$ cat src/rtl/digest_reader.sv
// Captures the eight final hash words on load, streams them out as eight
// valid/ready beats (H0 first) and flags a leading-zero difficulty hit.
module digest_reader #(
  parameter int unsigned DIFF_BITS = 32
) (
  input  logic        clk,
  input  logic        rst,
  input  logic        load,
  input  logic [31:0] H0,
  input  logic [31:0] H1,
  input  logic [31:0] H2,
  input  logic [31:0] H3,
  input  logic [31:0] H4,
  input  logic [31:0] H5,
  input  logic [31:0] H6,
  input  logic [31:0] H7,
  output logic [31:0] out_data,
  output logic        out_valid,
  input  logic        out_ready,
  output logic        out_last,
  output logic        busy,
  output logic        hit_valid,
  output logic        hit,
  output logic        overrun
);

  typedef enum logic {IDLE, SEND} state_t;

  localparam logic [9:0] DIFF_W = 10'(DIFF_BITS);

  state_t      state_q, state_d;
  logic [2:0]  idx_q, idx_d;
  logic [31:0] buf_q [8];
  logic [31:0] buf_d [8];
  logic        hit_q, hit_d;
  logic        hit_valid_q, hit_valid_d;
  logic        overrun_q, overrun_d;

  logic [255:0] digest;
  logic [8:0]   lz;
  logic         hit_now;
  logic         handshake;
  logic         last_beat;
  logic         accept;

  assign digest = {H0, H1, H2, H3, H4, H5, H6, H7};

  // Priority encoder: the highest set bit wins because it is visited last.
  always_comb begin
    lz = 9'd256;
    for (int i = 0; i < 256; i++) begin
      if (digest[i]) lz = 9'(255 - i);
    end
  end

  assign hit_now = ({1'b0, lz} >= DIFF_W);

  assign handshake = (state_q == SEND) && out_ready;
  assign last_beat = handshake && (idx_q == 3'd7);
  // A load coinciding with the final handshake starts the next digest with no bubble.
  assign accept    = load && ((state_q == IDLE) || last_beat);

  always_comb begin
    state_d     = state_q;
    idx_d       = idx_q;
    buf_d       = buf_q;
    hit_d       = hit_q;
    hit_valid_d = accept;
    overrun_d   = overrun_q;

    if (handshake) idx_d = idx_q + 3'd1;
    if (last_beat) state_d = IDLE;

    if (accept) begin
      buf_d   = '{H0, H1, H2, H3, H4, H5, H6, H7};
      state_d = SEND;
      idx_d   = 3'd0;
      hit_d   = hit_now;
    end else if (load) begin
      overrun_d = 1'b1;
    end
  end

  always_ff @(posedge clk) begin
    if (rst) begin
      state_q     <= IDLE;
      idx_q       <= 3'd0;
      hit_q       <= 1'b0;
      hit_valid_q <= 1'b0;
      overrun_q   <= 1'b0;
    end else begin
      state_q     <= state_d;
      idx_q       <= idx_d;
      hit_q       <= hit_d;
      hit_valid_q <= hit_valid_d;
      overrun_q   <= overrun_d;
    end
  end

  // Buffer contents are irrelevant after reset, so it carries no reset.
  always_ff @(posedge clk) begin
    buf_q <= buf_d;
  end

  assign out_valid = (state_q == SEND);
  assign busy      = out_valid;
  assign out_last  = out_valid && (idx_q == 3'd7);
  assign out_data  = out_valid ? buf_q[idx_q] : 32'd0;
  assign hit       = hit_q;
  assign hit_valid = hit_valid_q;
  assign overrun   = overrun_q;

endmodule
$ cat config.mk
export PLATFORM = sky130hd
export DESIGN_NAME = digest_reader
export DESIGN_NICKNAME = d
export VERILOG_FILES = /design/src/rtl/digest_reader.sv
export SDC_FILE = /design/constraint.sdc
export NUM_CORES = 1
export LEC_CHECK = 0
export BUFFER_PORTS_ARGS = -buffer_cell sky130_fd_sc_hd__buf_2
export CAP_MARGIN = 20
export CORE_MARGIN = 2
export CORE_UTILIZATION = 40
export DETAILED_ROUTE_END_ITERATION = 7
export HOLD_SLACK_MARGIN = 0.03
export PLACE_DENSITY = 0.61
export SLEW_MARGIN = 40
export SYNTH_ARGS = -nofsm -noshare
export SYNTH_HDL_FRONTEND = slang
export SYNTH_SLANG_ARGS = --single-unit
$ cat constraint.sdc
create_clock -name clk -period 15.3 [get_ports clk]
set_input_delay 3.06 -clock clk [delete_from_list [all_inputs] [get_ports clk]]
set_output_delay 3.06 -clock clk [all_outputs]
set_load 0.01 [all_outputs]
==> impl_metrics.ini, run 1 <==
[grt]
grt_pass1_vias = 5984
grt_max_degree = 91
grt_remaining_overflow = 0
grt_pass1_wl_mm = 34.0
grt_use_total_pct = 17.0
antenna_found_initial = 3

[drt]
vias = 5464
vias_per_cell = 4.90
wirelength_mm = 23.2
drt-pass1-iter-count = 5
wl_per_cell_um = 20.8
drt_iter0_markers = 389
drc = 0
ant_nets = 0

[critical_path]
max_stage_delay_ns = 0.81
critical_path_class = reg2out
crit_path_top_delay_cell = dfxtp_4
reg2regPathDepth = 8
endpoint = out_data[5]
critPathLaunchType = register
cp_max_fo = 34
cp_cell_sequence = buf_4 > mux4_2 > mux2i_1 > nor2b_1 > buf_2
crit_buf_inv = 2
r2r_slack_ns = 11.83
end_kind = output port
cp.required_ns = 12.24
timing.rr.end = buf_q[212]$_DFFE_PP_
crit_family = flip-flops
path_depth = 5
critPathLaunch = idx_q[0]$_SDFFE_PP0P_
crit_arrival_ns = 3.01
worstReg2RegStart = idx_q[1]$_SDFFE_PP0P_

[final_layout]
final.fill_count = 2055
syn2layout_area_growth_pct = 28.5
final_core_util_pct = 52.1
nNetsFinal = 1020
drive_gt1_share_pct = 53.5

[placed_design]
place_ws_ns = 9.66
io_buffers = 297
hpwlAfterDp_mm = 16.6
gp_congestion = 0.808

[cts]
clkTransAtPathRegs_ns = 0.06
hold_buffers = 0
numCtsBuffers = 28
cts_tree = built
cts_htree_levels = 1
postCtsSetupBuffers = 0
clk_path_buf_depth = 3
cts_resized = 0
clock-sinks = 263
clock_latency_ns = 0.53
clock-root-buffer = clkbuf_16

[outcome]
status = completed

[timing]
skew_ns = 0.00697
slew_violations = 0
worst_slew_pin_slew_ns = 0.736
finalSetupViolations = 0
timing.slew.headroom_pct = 51.0
rsz0062_at_grt = false
fin_crit_sh_pct = 39.7
fmax_mhz = 165
min_period_ns = 6.07
fin_setup_tns_ns = 0
postLayoutSetupSlackWorst_ns = 9.23
hold_viol_final = 0

[power_and_ir_drop]
vdd_drop_max_v = 0.000103
cellLeakagePower_nw = 4.80
powerDensity_nw_per_um2 = 129
p_total_mw = 1.69

[synthesis]
async_flop_share_pct = 0
synth_edf_count = 256
postSynthCellCount = 446
synth_ff_type = edfxtp_1
synth-seq-cells = 263
syn_area_um2 = 10200
syn_area_per_cell_um2 = 22.8
yosysTopAreaCell = edfxtp_1
synth.distinct_cells = 24
yosysMostFrequentCell = edfxtp_1
yosysWarnings = 0
netlist.area_leader.share_pct = 75.7
synth_seq_area_share_pct = 77.1
syn_nets = 708
yosys-top-cells-count = 256 x edfxtp_1, 64 x mux4_2, 34 x mux2i_1
ys_top_cells_by_area = edfxtp_1 76%, mux4_2 14%, mux2i_1 3.4%, nor2b_1 2.0%, dfxtp_1 1.4%

[die]
core_area_um2 = 25000
dieArea_um2 = 26700
ios = 298
row_count = 58
initial_core_util_pct = 40.5
die_x_um = 163
die_h_um = 163

[hold_path]
hold_path_class = reg2reg

[flow_run]
maxCapViolCount = 0
-- worst min-delay path by stage --
stage                          from              endpoint  slack (ns)  cells after the start
2_1_floorplan      hit$_SDFFE_PP0P_      hit$_SDFFE_PP0P_        0.49                      2
3_3_place_gp   overrun$_SDFFE_PP0P_  overrun$_SDFFE_PP0P_        0.45                      2
3_5_place_dp   overrun$_SDFFE_PP0P_  overrun$_SDFFE_PP0P_        0.47                      2
4_1_cts        overrun$_SDFFE_PP0P_  overrun$_SDFFE_PP0P_        0.49                      2
5_1_grt        overrun$_SDFFE_PP0P_  overrun$_SDFFE_PP0P_        0.51                      2
6_report       overrun$_SDFFE_PP0P_  overrun$_SDFFE_PP0P_        0.49                      2
-- final cells by class --
cell class	instances	area [um2]	share of cell area (%)
inverters	2	7.51	0.0575
flip-flops and latches	263	7840	60.1
repair buffers	305	1600	12.3
diodes	4	10.0	0.0767
well taps	330	413	3.17
clock buffers	31	733	5.62
multi-input cells	158	2160	16.6
clock inverters	21	283	2.17
-- through the flow --
step / cells / area (um2) / hold slack [ns]
final: 1114 / 13000 / 0.487
after global routing: 1113 / 13000 / 0.507
after CTS: 1109 / 13000 / 0.488
after detailed placement: 1057 / 12000 / 0.475
after global placement: 1055 / 11900 / 0.451
after floorplan: 446 / 10200 / 0.493
-- sequential cells by signal, indices dropped and copies added, names as in the netlist --
name / count
overrun: 1
busy: 1
hit_valid: 1
idx_q: 3
buf_q: 256
hit: 1
-- per-layer routing --
metal | routed length [um] | vias to the layer above | share of wire [%] | track usage (%)
met3 | 1870 | 29 | 8.1 | 4.60
met4 | 470 | 0 | 2.0 | 4.42
met1 | 9120 | 2714 | 39 | 21.8
li1 | - | 2491 | - | -
met5 | 0 | - | 0 | 0
met2 | 11700 | 230 | 51 | 28.9
-- report_power, final --
| part | internal (mW) | switching, mW | leakage, nW |
|---|---|---|---|
| sequential | 0.838 | 0.0133 | 2.50 |
| clock | 0.462 | 0.269 | 0.496 |
| combinational | 0.0557 | 0.0497 | 1.81 |
-- layout by cell type, fill, tap and decap left out, types with 5 or more instances in the layout --
master / instances
clkinv_2: 5
clkinv_1: 6
buf_2: 297
mux4_2: 64
nor2b_1: 32
mux2i_1: 34
clkbuf_16: 29
bufinv_16: 7
nor4_1: 8
edfxtp_1: 256
-- worst reg2reg max path, delay by kind of cell (launching register included) --
| family | cells | cell delay [ns] |
|---|---|---|
| AO/OA/AOI/OAI | 1 | 0.15 |
| adder cells (fa/ha/maj) | 2 | 0.44 |
| buffers and inverters | 4 | 1.28 |
| flip-flops | 1 | 0.68 |
| AND/OR/NAND/NOR | 1 | 0.52 |
-- cell families after synthesis --
| group | synth area share (%) |
|---|---|
| flip-flops | 77.1 |
| XOR/XNOR | 0.0863 |
| buffers and inverters | 1.60 |
| adder cells (fa/ha/maj) | 0.246 |
| AND/OR/NAND/NOR | 3.09 |
| AO/OA/AOI/OAI | 0.308 |
| multiplexers | 17.6 |
No activity file was read; power rests on OpenSTA's default activity.
==> inputs of run 2 (changes only) <==
==> constraint.sdc (replaced) <==
create_clock -name clk -period 6.1 [get_ports clk]
set_input_delay 1.22 -clock clk [delete_from_list [all_inputs] [get_ports clk]]
set_output_delay 1.22 -clock clk [all_outputs]
set_load 0.01 [all_outputs]
==> run 2 against run 1 <==
- utilization down 0.080 points
- die area unchanged
- critical path depth unchanged
- worst hold slack worse by 0.0067 ns
- sequential power rose to 2.5 times the previous value
- clock-buffer cell count up 1
- via count up 1.2%
- first-iteration DRC count up 7.2%
- sequential cell count unchanged
- register-to-register slack worse by 8.5 ns
- clock skew up 0.0022 ns
- largest power group unchanged
- combinational power rose to 2.6 times the previous value
==> impl_metrics.ini, run 2 (same netlist as run 1, synthesis figures left out) <==
[critical_path]
critPathLaunchType = register
end_kind = output port
cp_cell_sequence = buf_4 > mux4_2 > mux2i_1 > nor2b_1 > buf_2
crit_path_top_delay_cell = mux4_2
crit_arrival_ns = 2.52
critical_path_class = reg2out
cp_max_fo = 24
r2r_slack_ns = 3.34
max_stage_delay_ns = 0.57
cp.required_ns = 4.88

[cts]
hold_buffers = 0
postCtsSetupBuffers = 0
clkTransAtPathRegs_ns = 0.06
cts_htree_levels = 1
clock-sinks = 263
clk_path_buf_depth = 3
cts_tree = built
cts_resized = 0
clock-root-buffer = clkbuf_16
clock_latency_ns = 0.53
numCtsBuffers = 28

[final_layout]
drive_gt1_share_pct = 53.5
final_common_cell = buf_2
final.fill_count = 2049
top_register = buf_q
reg_top3 = buf_q: 256 flops, idx_q: 3 flops
largest_register_ffs = 256
final_cell_mix = 297 x buf_2, 256 x edfxtp_1, 64 x mux4_2
final_cell_area_um2 = 13000
syn2layout_area_growth_pct = 28.3
nNetsFinal = 1021

[timing]
fin_setup_tns_ns = 0
fmax_mhz = 267
rsz0062_at_grt = false
hold_slack_ns = 0.481
finalSetupViolations = 0
min_period_ns = 3.74
fin_crit_sh_pct = 61.4
timing.slew.headroom_pct = 50.7
worst_slew_pin_slew_ns = 0.739
slew_violations = 0
skew_ns = 0.00921
hold_viol_final = 0

[die]
die_h_um = 163
die_x_um = 163
initial_core_util_pct = 40.5
dieArea_um2 = 26700
ios = 298
core_area_um2 = 25000
row_count = 58

[placed_design]
gp_congestion = 0.779
io_buffers = 297
placed_cell_area_um2 = 12100
hpwlAfterDp_mm = 16.0

[power_and_ir_drop]
powerDensity_nw_per_um2 = 318
cellLeakagePower_nw = 4.79
vdd_drop_max_v = 0.000217

[outcome]
status = completed

[flow_run]
maxCapViolCount = 0

[grt]
grt_pass1_wl_mm = 33.6
grt_use_total_pct = 16.8
grt_remaining_overflow = 0
grt_pass1_vias = 5915
antenna_found_initial = 6
grt_max_degree = 107

[drt]
vias_per_cell = 4.95
ant_nets = 0
wirelength_mm = 23.0
drt_iter0_markers = 417
drt-pass1-iter-count = 4
drc = 0
wl_per_cell_um = 20.5
vias = 5530

[hold_path]
hold_path_class = reg2reg
-- run 2: changes by cell type in the layout (fill, tap and decap cells not counted), sizes merged --
cell	previous run	this run
clkbuf	31	32
bufinv	7	5
buf	305	306
diode	4	8
-- run 2: through the flow --
stage | power, mW | cells | worst slack [ns] | utilization (%)
2_1_floorplan | 2.31 | 446 | 0.892 | -
3_3_place_gp | 2.43 | 1055 | 2.33 | 47.8
3_5_place_dp | 2.44 | 1059 | 2.82 | 48.1
4_1_cts | 4.19 | 1110 | 2.25 | 51.9
5_1_grt | 4.29 | 1116 | 2.11 | 52.0
6_report | 4.14 | 1118 | 2.36 | 52.0
-- run 2: area by class of cell --
| type | instances | area (um2) | area share (%) |
|---|---|---|---|
| clock inverter | 19 | 216 | 1.66 |
| timing repair buffer | 306 | 1630 | 12.5 |
| antenna | 8 | 20.0 | 0.154 |
| clock buffer | 32 | 737 | 5.66 |
| tap | 330 | 413 | 3.17 |
| inverter | 2 | 7.51 | 0.0576 |
| sequential | 263 | 7840 | 60.2 |
| multi-input combinational | 158 | 2160 | 16.6 |
-- run 2: worst paths after layout --
check                             start                   end  cells after the start
setup / recovery  idx_q[0]$_SDFFE_PP0P_          out_data[21]                      5
setup reg to reg  idx_q[2]$_SDFFE_PP0P_  buf_q[183]$_DFFE_PP_                      6
hold reg to reg    overrun$_SDFFE_PP0P_  overrun$_SDFFE_PP0P_                      2
hold / removal     overrun$_SDFFE_PP0P_  overrun$_SDFFE_PP0P_                      2
-- run 2: per-layer routing --
layer / wire (um) / vias up / GRT usage, % / share of wire (%)
met3: 1590 / 32 / 3.66 / 6.9
met4: 522 / 0 / 5.51 / 2.3
met2: 11500 / 226 / 27.8 / 50
met5: 0 / - / 0 / 0
met1: 9350 / 2774 / 22.3 / 41
li1: - / 2498 / - / -
-- run 2: power breakdown --
group          leakage [nW]  total (mW)  switching [mW]  internal, mW
clock network         0.471        1.74           0.667          1.07
logic                  1.82       0.269           0.127         0.142
registers              2.50        2.13          0.0302          2.10
total                  4.79        4.14           0.825          3.31
-- run 2: worst max-delay path, delay by kind of cell, from the launching register on --
kind	cells	cell delay, ns
and+or+nand+nor	1	0.08
buffers and inverters	2	0.64
muxes	2	0.71
DFF	1	0.55
